File: config.mk
export PLATFORM = sky130hd
export DESIGN_NAME = crd_hold_flat
export DESIGN_NICKNAME = d
export VERILOG_FILES = /design/src/rtl/crd_hold_if.sv /design/src/rtl/crd_hold.sv /design/src/flat_wrapper.sv
export SDC_FILE = /design/constraint.sdc
export NUM_CORES = 1
export LEC_CHECK = 0
export ABC_AREA = 1
export CAP_MARGIN = 20
export CORE_AREA = 4 4 73 75
export CTS_BUF_LIST = sky130_fd_sc_hd__clkbuf_8 sky130_fd_sc_hd__clkbuf_16
export CTS_CLUSTER_DIAMETER = 120
export DETAILED_ROUTE_END_ITERATION = 8
export DIE_AREA = 0 0 77 79
export PLACE_DENSITY = 0.74
export SYNTH_ARGS = -nofsm -noshare
export SYNTH_HDL_FRONTEND = slang
export SYNTH_SLANG_ARGS = --single-unit
export TNS_END_PERCENT = 30
File: constraint.sdc
create_clock -name clk -period 1.5 [get_ports clk]
set_clock_uncertainty 0.2 [all_clocks]
set_input_delay 0.15 -clock clk [delete_from_list [all_inputs] [get_ports clk]]
set_output_delay 0.15 -clock clk [all_outputs]
set_load 0.1 [all_outputs]
File: src/rtl/crd_hold_if.sv
// Coordinate stream bundle for crd_hold: two input streams (inner _0, outer _1)
// and two aligned output streams. slave = block view, master = driver view.
interface crd_hold_if;
    logic [16:0] cmrg_coord_in_0;
    logic        cmrg_coord_in_0_valid;
    logic        cmrg_coord_in_0_ready;
    logic [16:0] cmrg_coord_in_1;
    logic        cmrg_coord_in_1_valid;
    logic        cmrg_coord_in_1_ready;
    logic [16:0] cmrg_coord_out_0;
    logic        cmrg_coord_out_0_valid;
    logic        cmrg_coord_out_0_ready;
    logic [16:0] cmrg_coord_out_1;
    logic        cmrg_coord_out_1_valid;
    logic        cmrg_coord_out_1_ready;

    modport slave (
        input  cmrg_coord_in_0, cmrg_coord_in_0_valid, cmrg_coord_in_1, cmrg_coord_in_1_valid,
        input  cmrg_coord_out_0_ready, cmrg_coord_out_1_ready,
        output cmrg_coord_in_0_ready, cmrg_coord_in_1_ready,
        output cmrg_coord_out_0, cmrg_coord_out_0_valid, cmrg_coord_out_1, cmrg_coord_out_1_valid
    );

    modport master (
        output cmrg_coord_in_0, cmrg_coord_in_0_valid, cmrg_coord_in_1, cmrg_coord_in_1_valid,
        output cmrg_coord_out_0_ready, cmrg_coord_out_1_ready,
        input  cmrg_coord_in_0_ready, cmrg_coord_in_1_ready,
        input  cmrg_coord_out_0, cmrg_coord_out_0_valid, cmrg_coord_out_1, cmrg_coord_out_1_valid
    );
endinterface

File: src/rtl/crd_hold.sv
// Outer-coordinate hold: repeats the current outer coordinate once per inner token.
// Define CRD_HOLD_OUT_REG_EN to put a 2-entry FIFO on each output (1-cycle latency).
module crd_hold (
    input  logic        clk,
    input  logic        rst_n,
    input  logic        clk_en,
    input  logic        flush,
    input  logic        tile_en,
    input  logic        cmrg_enable,
    input  logic [15:0] cmrg_stop_lvl,
    crd_hold_if.slave   bus
);
    typedef enum logic {FETCH, HOLD} state_t;

    state_t      state, nxt;
    logic [15:0] held;
    logic        clr, run, go;
    logic        latch, emit_req, emit_ok, fire, in0_rdy, in1_rdy;
    logic [16:0] in0_d, in1_d, v0, v1;
    logic        in0_v, in1_v, tok0, tok1, done0, done1;
    logic        unused;

    assign unused = ^{cmrg_enable, cmrg_stop_lvl};

    // rst_n is an active-high reset despite its name
    assign clr   = rst_n | flush;
    assign run   = clk_en & tile_en;
    assign go    = run & ~clr;

    assign in0_d = bus.cmrg_coord_in_0;
    assign in1_d = bus.cmrg_coord_in_1;
    assign in0_v = bus.cmrg_coord_in_0_valid;
    assign in1_v = bus.cmrg_coord_in_1_valid;
    assign tok0  = in0_d[16];
    assign tok1  = in1_d[16];
    assign done0 = in0_d[16] & in0_d[8];
    assign done1 = in1_d[16] & in1_d[8];

    // Inner stop/done tokens pass to both outputs; coordinates pair with held.
    assign v0 = in0_d;
    assign v1 = tok0 ? in0_d : {1'b0, held};

    always_comb begin
        nxt      = state;
        latch    = 1'b0;
        emit_req = 1'b0;
        in0_rdy  = 1'b0;
        in1_rdy  = 1'b0;
        if (go) begin
            case (state)
                FETCH: begin
                    // A done outer head waits for the inner done so both pop together.
                    in1_rdy  = emit_ok & (~done1 | (in0_v & done0));
                    in0_rdy  = emit_ok & in1_v & done1 & done0;
                    emit_req = in1_v & in0_v & done1 & done0;
                    if (in1_v & in1_rdy & ~tok1) begin
                        latch = 1'b1;
                        nxt   = HOLD;
                    end
                end
                HOLD: begin
                    in0_rdy  = emit_ok & ~done0;
                    emit_req = in0_v & ~done0;
                    if (in0_v & done0)
                        nxt = FETCH;
                    else if (in0_v & in0_rdy & tok0)
                        nxt = FETCH;
                end
            endcase
        end
    end

    assign fire = emit_req & emit_ok;
    assign bus.cmrg_coord_in_0_ready = in0_rdy;
    assign bus.cmrg_coord_in_1_ready = in1_rdy;

    always_ff @(posedge clk) begin
        if (clr) begin
            state <= FETCH;
            held  <= '0;
        end else if (run) begin
            state <= nxt;
            if (latch)
                held <= in1_d[15:0];
        end
    end

`ifdef CRD_HOLD_OUT_REG_EN
    logic [16:0] fmem [2][2];
    logic [16:0] push_d [2];
    logic [1:0]  cnt [2];
    logic [1:0]  rp, wp, ov, ordy, pop;

    assign push_d[0] = v0;
    assign push_d[1] = v1;
    assign ordy      = {bus.cmrg_coord_out_1_ready, bus.cmrg_coord_out_0_ready};
    assign emit_ok   = (cnt[0] != 2'd2) & (cnt[1] != 2'd2);

    always_comb begin
        ov  = '0;
        pop = '0;
        for (int i = 0; i < 2; i++) begin
            ov[i]  = go & (cnt[i] != 2'd0);
            pop[i] = ov[i] & ordy[i];
        end
    end

    always_ff @(posedge clk) begin
        if (clr) begin
            rp     <= '0;
            wp     <= '0;
            cnt[0] <= '0;
            cnt[1] <= '0;
        end else begin
            for (int i = 0; i < 2; i++) begin
                if (fire) begin
                    fmem[i][wp[i]] <= push_d[i];
                    wp[i]          <= ~wp[i];
                end
                if (pop[i])
                    rp[i] <= ~rp[i];
                cnt[i] <= cnt[i] + {1'b0, fire} - {1'b0, pop[i]};
            end
        end
    end

    assign bus.cmrg_coord_out_0_valid = ov[0];
    assign bus.cmrg_coord_out_1_valid = ov[1];
    assign bus.cmrg_coord_out_0       = ov[0] ? fmem[0][rp[0]] : '0;
    assign bus.cmrg_coord_out_1       = ov[1] ? fmem[1][rp[1]] : '0;
`else
    // Outputs move as a pair: nothing is emitted unless both sinks take it this cycle.
    assign emit_ok = bus.cmrg_coord_out_0_ready & bus.cmrg_coord_out_1_ready;

    assign bus.cmrg_coord_out_0_valid = emit_req;
    assign bus.cmrg_coord_out_1_valid = emit_req;
    assign bus.cmrg_coord_out_0       = emit_req ? v0 : '0;
    assign bus.cmrg_coord_out_1       = emit_req ? v1 : '0;
`endif
endmodule

File: src/flat_wrapper.sv
// flat-port wrapper written by rule: the top's interface ports become plain ports
module crd_hold_flat 
  (clk, rst_n, clk_en, flush, tile_en, cmrg_enable, cmrg_stop_lvl, bus_cmrg_coord_in_0, bus_cmrg_coord_in_0_valid, bus_cmrg_coord_in_1, bus_cmrg_coord_in_1_valid, bus_cmrg_coord_out_0_ready, bus_cmrg_coord_out_1_ready, bus_cmrg_coord_in_0_ready, bus_cmrg_coord_in_1_ready, bus_cmrg_coord_out_0, bus_cmrg_coord_out_0_valid, bus_cmrg_coord_out_1, bus_cmrg_coord_out_1_valid);
  crd_hold_if bus_i ();
  input  logic clk;
  input  logic rst_n;
  input  logic clk_en;
  input  logic flush;
  input  logic tile_en;
  input  logic cmrg_enable;
  input  logic [15:0] cmrg_stop_lvl;
  input wire logic [$bits(bus_i.cmrg_coord_in_0)-1:0] bus_cmrg_coord_in_0;
  input wire logic [$bits(bus_i.cmrg_coord_in_0_valid)-1:0] bus_cmrg_coord_in_0_valid;
  input wire logic [$bits(bus_i.cmrg_coord_in_1)-1:0] bus_cmrg_coord_in_1;
  input wire logic [$bits(bus_i.cmrg_coord_in_1_valid)-1:0] bus_cmrg_coord_in_1_valid;
  input wire logic [$bits(bus_i.cmrg_coord_out_0_ready)-1:0] bus_cmrg_coord_out_0_ready;
  input wire logic [$bits(bus_i.cmrg_coord_out_1_ready)-1:0] bus_cmrg_coord_out_1_ready;
  output wire logic [$bits(bus_i.cmrg_coord_in_0_ready)-1:0] bus_cmrg_coord_in_0_ready;
  output wire logic [$bits(bus_i.cmrg_coord_in_1_ready)-1:0] bus_cmrg_coord_in_1_ready;
  output wire logic [$bits(bus_i.cmrg_coord_out_0)-1:0] bus_cmrg_coord_out_0;
  output wire logic [$bits(bus_i.cmrg_coord_out_0_valid)-1:0] bus_cmrg_coord_out_0_valid;
  output wire logic [$bits(bus_i.cmrg_coord_out_1)-1:0] bus_cmrg_coord_out_1;
  output wire logic [$bits(bus_i.cmrg_coord_out_1_valid)-1:0] bus_cmrg_coord_out_1_valid;
  assign bus_i.cmrg_coord_in_0 = bus_cmrg_coord_in_0;
  assign bus_i.cmrg_coord_in_0_valid = bus_cmrg_coord_in_0_valid;
  assign bus_i.cmrg_coord_in_1 = bus_cmrg_coord_in_1;
  assign bus_i.cmrg_coord_in_1_valid = bus_cmrg_coord_in_1_valid;
  assign bus_i.cmrg_coord_out_0_ready = bus_cmrg_coord_out_0_ready;
  assign bus_i.cmrg_coord_out_1_ready = bus_cmrg_coord_out_1_ready;
  assign bus_cmrg_coord_in_0_ready = bus_i.cmrg_coord_in_0_ready;
  assign bus_cmrg_coord_in_1_ready = bus_i.cmrg_coord_in_1_ready;
  assign bus_cmrg_coord_out_0 = bus_i.cmrg_coord_out_0;
  assign bus_cmrg_coord_out_0_valid = bus_i.cmrg_coord_out_0_valid;
  assign bus_cmrg_coord_out_1 = bus_i.cmrg_coord_out_1;
  assign bus_cmrg_coord_out_1_valid = bus_i.cmrg_coord_out_1_valid;
  crd_hold u_core (.clk(clk), .rst_n(rst_n), .clk_en(clk_en), .flush(flush), .tile_en(tile_en), .cmrg_enable(cmrg_enable), .cmrg_stop_lvl(cmrg_stop_lvl), .bus(bus_i));
endmodule
Word level (Yosys, flattened, before mapping)
Cells that the tools add are included.

Bits of input ports: 60. Register bits after elaboration: 17. Logic and storage cells: 45. Output and inout port bits: 38.

Bitwise operators: 26. Multiplexer cells: 15. Reductions and logical operators: 2.

Operators with widths (number): two-way mux 17 bit (3); AND 1 bit (19); two-way mux 1 bit (9); one-hot mux 1 bit (2 select lines) (3); inverter 1 bit (5); AND reduction 2 bit (2); OR 1 bit (2).

Depth between registers and ports, before layout
Gate-level depths: netlist of the first run.

Word-level depth: 10. Gate-level depth with buffers: 9.

Least setup slack after synthesis of the first run
No wires, ideal clock.

Path type: input -> output. Start point: in flush. End point: out bus_cmrg_coord_out_1[16]. Data required time: 1150 ps. Slack: -1318 ps. Arrival time: 2468 ps. Stages: 6. Buffers on the path: 1. Cell sequence: nor2_4 > nand2_4 > a21oi_1 > o21ai_2 > nor2_1 > buf_4.

Cells in the longest elaborated chain, start to end: 5.

RTL lines: start: declaration (RTL line flat_wrapper.sv:8) `input logic flush;`; OR 1 bit (RTL line crd_hold.sv:26) `assign clr = rst_n | flush;`; inverter 1 bit (RTL line crd_hold.sv:28) `assign go = run & ~clr;`; AND 1 bit (RTL line crd_hold.sv:28); two-way mux 1 bit (RTL line crd_hold.sv:49) `if (go) begin`; two-way mux 17 bit (RTL line crd_hold.sv:138) `assign bus.cmrg_coord_out_1 = emit_req ? v1 : '0;`; end: declaration (RTL line flat_wrapper.sv:22) `output wire logic [$bits(bus_i.cmrg_coord_out_1)-1:0] bus_cmrg_coord_out_1;`.

Every way passes these cells.

Worst setup path after layout of the first run
Start point: reg u_core.state. End point: out bus_cmrg_coord_out_1[12].

Cells in the longest elaborated chain, start to end: 4.

RTL lines: start: declaration (RTL line crd_hold.sv:15) `state_t state, nxt;`; start signal: assignment (RTL line crd_hold.sv:82) `state <= nxt;`; inverter 1 bit (RTL line crd_hold.sv:50) `case (state)`; one-hot mux 1 bit (2 select lines) * (RTL line crd_hold.sv:50); two-way mux 1 bit * (RTL line crd_hold.sv:49); two-way mux 17 bit * (RTL line crd_hold.sv:138).

Mark *: on every way between the ends. The rest lies on a longest branch, timed or not.

==> results.py, run 1 <==
metrics = {
    "logic_synthesis": {
        "yosysUniqueCellTypes": 25,
        "synth_xor_area_share_pct": 0,
        "synth_edf_count": 0,
        "synth-simple-area-share_pct": 44.4,
        "synth_area_um2": 1460,
        "synth_area_per_cell_um2": 5.60,
        "ys_top_cells_by_count": "inv_1 (63), nor2_1 (56), nand2_1 (33)",
        "synthCells": 260,
        "syn_nets": 320,
        "synth_top_family_by_area": "simple AND/OR/NAND/NOR gates",
        "synth-seq-cells": 17,
        "synth-compound-area-share_pct": 7.65,
        "synth_ff_type": "dfxtp_1",
        "async_flop_share_pct": 0,
        "synth_warnings": 0,
        "ys_top_cells_by_area": "dfxtp_1 (23%), inv_1 (16%), nor2_1 (14%)",
        "synth_top_area_share_pct": 23.4,
        "synth_mux_area_share_pct": 0,
        "synth_most_common_cell": "inv_1",
        "yosysSeqAreaShare_pct": 23.4,
        "synthAdderAreaFrac_pct": 0,
        "synth_top_cell_by_area": "dfxtp_1",
    },
    "route": {
        "drt_iter0_markers": 55,
        "wl_um": 4740,
        "drtPass1Iterations": 4,
        "vias_per_cell": 4.32,
        "vias": 1777,
        "remaining_drc_errors": 0,
        "wl_per_cell_um": 11.5,
        "ant_nets": 0,
    },
    "flow_run": {
        "max_cap_violations": 0,
    },
    "floorplanning": {
        "initial_core_util_pct": 31.2,
        "design.core.area_um2": 4660,
        "fp-row-count": 25,
        "dieArea_um2": 6080,
        "ios": 98,
        "fp.dieH_um": 79,
        "fp.dieW_um": 77,
    },
    "worst_setup_path": {
        "cp_top_family": "buffers and inverters",
        "worstPathCellList": "a21oi_4, o21ai_4, buf_12, buf_12, buf_12, nor2_4, buf_12",
        "cpMostUsedCell": "buf_12",
        "cp_data_required_time_ns": 1.15,
        "crit_slowest_cell": "dfxtp_4",
        "r2r_cells": 9,
        "path_max_fanout": 7,
        "cpPeakStageDelay_ns": 0.37,
        "path_class": "flip-flop to output port",
        "timing.rr.end": "u_core.held[5]",
        "cp-end-kind": "output port",
        "critPathLaunchType": "flip-flop",
        "r2r_slack_ns": -0.18,
        "critPathArrivalTime_ns": 1.57,
        "critPathBufInv": 4,
        "r2r_start": "u_core.state",
    },
    "finish": {
        "n_antenna_cell": 0,
        "nets": 418,
        "drive_above_1_share_pct": 42.6,
        "fin_util_pct": 71.2,
        "fin_area_um2": 3320,
        "syn2layout_area_growth_pct": 128,
    },
    "place": {
        "dp_worst_setup_slack_ns": -0.519,
        "port-buffer-count": 80,
        "placed_cell_area_um2": 3070,
        "place.gp.congestion": 0.815,
        "hpwl_um": 3760,
    },
    "power": {
        "p_leak_nw": 1.46,
        "power.density_nw_per_um2": 325,
        "peakVddDrop_v": 0.000394,
    },
    "global_route": {
        "grt_pass1_vias": 1815,
        "grt_util_met1_pct": 18.5,
        "gr-max-usage-layer": "met2",
        "met3_usage_pct": 1.59,
        "grt_max_degree": 32,
        "grt_usage_pct": 15.9,
        "grt_antenna_before_repair": 0,
        "grt_use_met2_pct": 30.9,
        "grt-ovfl-total": 0,
        "grt_pass1_wl_um": 8090,
    },
    "hold_path": {
        "hold_path_end": "u_core.held[8]",
        "whs_path_depth": 5,
        "hp-start": "bus_cmrg_coord_in_1[8]",
        "holdCritPathClass": "input port to flip-flop",
    },
    "clock_tree": {
        "clockBufferDepth": 2,
        "cts.clk_slew.worst_paths_ns": 0.06,
        "cts_buffers": 3,
        "htree_num_levels": 1,
        "cts_root_buffer": "clkbuf_8",
        "clock_latency_ns": 0.25,
        "numClockSinks": 17,
        "hold_buffers": 0,
        "cts_tree": "yes",
    },
    "timing": {
        "rsz0062_at_grt": "yes",
        "layout_setup_ws_ns": -0.420,
        "setup_violations": 55,
        "fmax_mhz": 521,
        "max_slew.worst_pin.slew_ns": 0.324,
        "fin_crit_sh_pct": 128,
        "hold_viol": 0,
        "timing.hold.ws_ns": 0.152,
        "relSlewSlack_pct": 78.4,
        "report.final.slew_viol_count": 0,
        "finalCriticalPeriod_ns": 1.92,
    },
    "status": {
        "failed_checks": "setup timing",
        "status": "complete, but fails checks",
    },
}
logic make-up after synthesis:
group                  after synthesis
AND/OR/NAND/NOR                    133
AO/OA/AOI/OAI                       21
flip-flops                          17
buffers and inverters               89
timing repair:
| item | CTS | global route |
|---|---|---|
| pin swaps | 10 | 8 |
| buffers inserted | 7 | 1 |
| endpoints found under the setup margin | 55 | 55 |
| gates resized for setup | 25 | 12 |
| hold endpoints to repair | 0 | 0 |
| gates cloned | 2 | 0 |
power by group:
| part | internal, mW | total (mW) | leakage [nW] | switching [mW] |
|---|---|---|---|---|
| Combinational | 0.149 | 0.299 | 1.30 | 0.150 |
| Sequential | 0.450 | 0.450 | 0.138 | 0.000206 |
| Clock | 0.184 | 0.327 | 0.0255 | 0.143 |
| Total | 0.783 | 1.08 | 1.46 | 0.293 |
worst min-delay path: stages:
cell             delay [ns]
clkdlybuf4s15_1        0.18
inv_1                  0.05
nand4_1                0.07
nand2_1                0.04
nor2_1                 0.07
area by class of cell:
type / instances / area (µm²)
Sequential cell: 17 / 344
Multi-Input combinational cell: 154 / 1050
Tap cell: 54 / 67.6
Timing Repair Buffer: 107 / 1510
Inverter: 75 / 294
Clock inverter: 1 / 5.00
Clock buffer: 3 / 41.3
Fill cell: 333 / 1340
routing by layer:
layer  routed length [µm]  vias up  share of wire, %
li1                     -      948                 -
met4                   92        0               1.9
met5                    0        -                 0
met3                  159        8               3.4
met2                 2530       49                53
met1                 1960      772                41
flip-flops by register name, indices dropped and copies added (netlist names):
| signal | count |
|---|---|
| u_core.state | 1 |
| u_core.held | 16 |
worst max path at each step:
stage                                        from  cells past startpoint  slack, ns                          to
after floorplan                             rst_n                      6      -0.35    bus_cmrg_coord_out_1[16]
after global placement    bus_cmrg_coord_in_0[16]                      7      -0.48  bus_cmrg_coord_out_1_valid
after detailed placement  bus_cmrg_coord_in_0[16]                      7      -0.52  bus_cmrg_coord_out_1_valid
after CTS                            u_core.state                      7      -0.44    bus_cmrg_coord_out_1[12]
after global routing                 u_core.state                      7      -0.45    bus_cmrg_coord_out_1[12]
final                                u_core.state                      7      -0.42    bus_cmrg_coord_out_1[12]
stage by stage:
step,power (mW),setup TNS (ns),std cells
after floorplan,0.595,-10.85,260
after CTS,1.08,-13.21,410
after global placement,0.752,-23.14,397
after detailed placement,0.757,-25.13,397
after global routing,1.13,-17.61,411
final,1.08,-14.85,411
cells in the final DEF, fill, tap and decap left out, drive strengths merged, types with 5 or more instances in the layout:
cell            n
dfxtp          17
dlygate4sd2     6
buf            65
a21oi          17
nand4          17
nand2          44
inv            74
nor2           68
clkbuf          5
clkdlybuf4s50  32
Power figures use the tool's default switching activity.
==> inputs of run 2 (changes only) <==
Settings changed: CORE_AREA 4 4 73 75 to 8 8 77 79, DIE_AREA 0 0 77 79 to 0 0 85 87, SKIP_CTS_REPAIR_TIMING from default to 1.
Clock period 1.5 ns to 1.6 ns, I/O delays scaled along.
==> results.py, run 2 (synthesized netlist as in run 1, its figures left out) <==
metrics = {
    "floorplanning": {
        "design.core.area_um2": 4850,
        "fp.dieH_um": 87,
        "fp.dieW_um": 85,
        "initial_core_util_pct": 30.0,
        "fp-row-count": 26,
        "dieArea_um2": 7400,
        "ios": 98,
    },
    "hold_path": {
        "hold_path_end": "u_core.held[8]",
        "whs_path_depth": 5,
        "holdCritPathClass": "input port to flip-flop",
        "hp-start": "bus_cmrg_coord_in_1[8]",
    },
    "route": {
        "vias_per_cell": 4.24,
        "vias": 1728,
        "remaining_drc_errors": 0,
        "wl_um": 5020,
        "drtPass1Iterations": 4,
        "drt_iter0_markers": 80,
        "ant_nets": 0,
        "wl_per_cell_um": 12.3,
    },
    "worst_setup_path": {
        "path_max_fanout": 7,
        "cp_data_required_time_ns": 1.24,
        "timing.rr.end": "u_core.held[5]",
        "r2r_cells": 7,
        "path_class": "flip-flop to output port",
        "r2r_slack_ns": 0.17,
        "critPathLaunchType": "flip-flop",
        "critPathArrivalTime_ns": 1.44,
        "r2r_start": "u_core.state",
        "cp-end-kind": "output port",
    },
    "power": {
        "p_leak_nw": 1.48,
        "peakVddDrop_v": 0.000241,
        "power.density_nw_per_um2": 312,
    },
    "place": {
        "place.gp.congestion": 0.791,
        "post-place-cells": 403,
        "dp_worst_setup_slack_ns": -0.422,
        "port-buffer-count": 80,
        "hpwl_um": 4210,
    },
    "finish": {
        "layout_commonest_cell": "inv_1",
        "largest_reg_flops": 16,
        "n_antenna_cell": 0,
        "final_cell_mix": "inv_1 (62), buf_12 (41), nor2_4 (34)",
        "syn2layout_area_growth_pct": 121,
        "nets": 413,
        "reg.largest.list": "u_core.held (16), u_core.state (1)",
        "fin_util_pct": 66.5,
        "max_flop_register": "u_core.held",
        "drive_above_1_share_pct": 40.9,
        "fillers": 360,
        "layout.cells.non_filler": 408,
    },
    "clock_tree": {
        "clockBufferDepth": 2,
        "cts_buffers": 3,
        "numClockSinks": 17,
        "cts.clk_slew.worst_paths_ns": 0.06,
        "cts_tree": "yes",
        "htree_num_levels": 1,
        "cts_root_buffer": "clkbuf_8",
        "clock_latency_ns": 0.24,
    },
    "timing": {
        "finalCriticalPeriod_ns": 1.80,
        "max_slew.worst_pin.slew_ns": 0.399,
        "timing.hold.ws_ns": 0.0929,
        "relSlewSlack_pct": 73.3,
        "hold_viol": 0,
        "layout_setup_ws_ns": -0.199,
        "report.final.slew_viol_count": 0,
        "fin_crit_sh_pct": 112,
        "setup_violations": 37,
        "rsz0062_at_grt": "yes",
        "fmax_mhz": 556,
    },
    "status": {
        "status": "complete, but fails checks",
        "failed_checks": "setup timing",
    },
    "global_route": {
        "grt_pass1_wl_um": 7770,
        "grt_max_degree": 27,
        "grt-ovfl-total": 0,
        "grt_usage_pct": 12.7,
        "grt_pass1_vias": 1685,
        "grt_antenna_before_repair": 0,
    },
    "flow_run": {
        "max_cap_violations": 0,
    },
}
==> run 2: metal layers <==
layer  GRT usage, %  vias to the layer above  wire length (µm)
met2           22.9                       48              2620
met4           3.88                        0                68
li1               -                      939                 -
met5              0                        -                 0
met1           15.0                      737              2130
met3           1.98                        4               199
==> run 2: worst max path at each step <==
stage,start,end
6_report,u_core.state,bus_cmrg_coord_out_1[13]
5_1_grt,u_core.state,bus_cmrg_coord_out_1[13]
4_1_cts,bus_cmrg_coord_in_0[16],bus_cmrg_coord_out_0[16]
3_5_place_dp,bus_cmrg_coord_in_0[16],bus_cmrg_coord_out_0[16]
3_3_place_gp,bus_cmrg_coord_in_0[16],bus_cmrg_coord_out_0[16]
2_1_floorplan,rst_n,bus_cmrg_coord_out_1[16]
==> run 2: stage by stage <==
step                setup TNS [ns]  power (mW)  area, µm²
CTS                         -14.32        1.01       3130
detailed placement          -18.23       0.715       3090
finish                       -5.52        1.00       3220
global route                 -8.22        1.06       3220
floorplan                    -7.87       0.557       1740
global placement            -17.20       0.708       3090
==> run 2: worst max-delay path, stage by stage (launching register included) <==
cell and delay [ns]:
dfxtp_4 0.37, o21ai_4 0.34, clkbuf_16 0.26, nor2_4 0.05, buf_12 0.16
==> run 2: layout make-up <==
cell class | count | area (µm²) | share of cell area, %
Tap cell | 56 | 70.1 | 2.17
Clock buffer | 3 | 41.3 | 1.28
Sequential cell | 17 | 344 | 10.7
Clock inverter | 1 | 3.75 | 0.116
Inverter | 75 | 284 | 8.81
Timing Repair Buffer | 102 | 1440 | 44.6
Multi-Input combinational cell | 154 | 1040 | 32.3
==> run 2: power by group <==
part	internal, mW	total (mW)	leakage (nW)	switching (mW)
Combinational	0.144	0.284	1.31	0.140
Sequential	0.422	0.422	0.138	0.000206
Clock	0.170	0.299	0.0269	0.129
Total	0.736	1.00	1.48	0.269
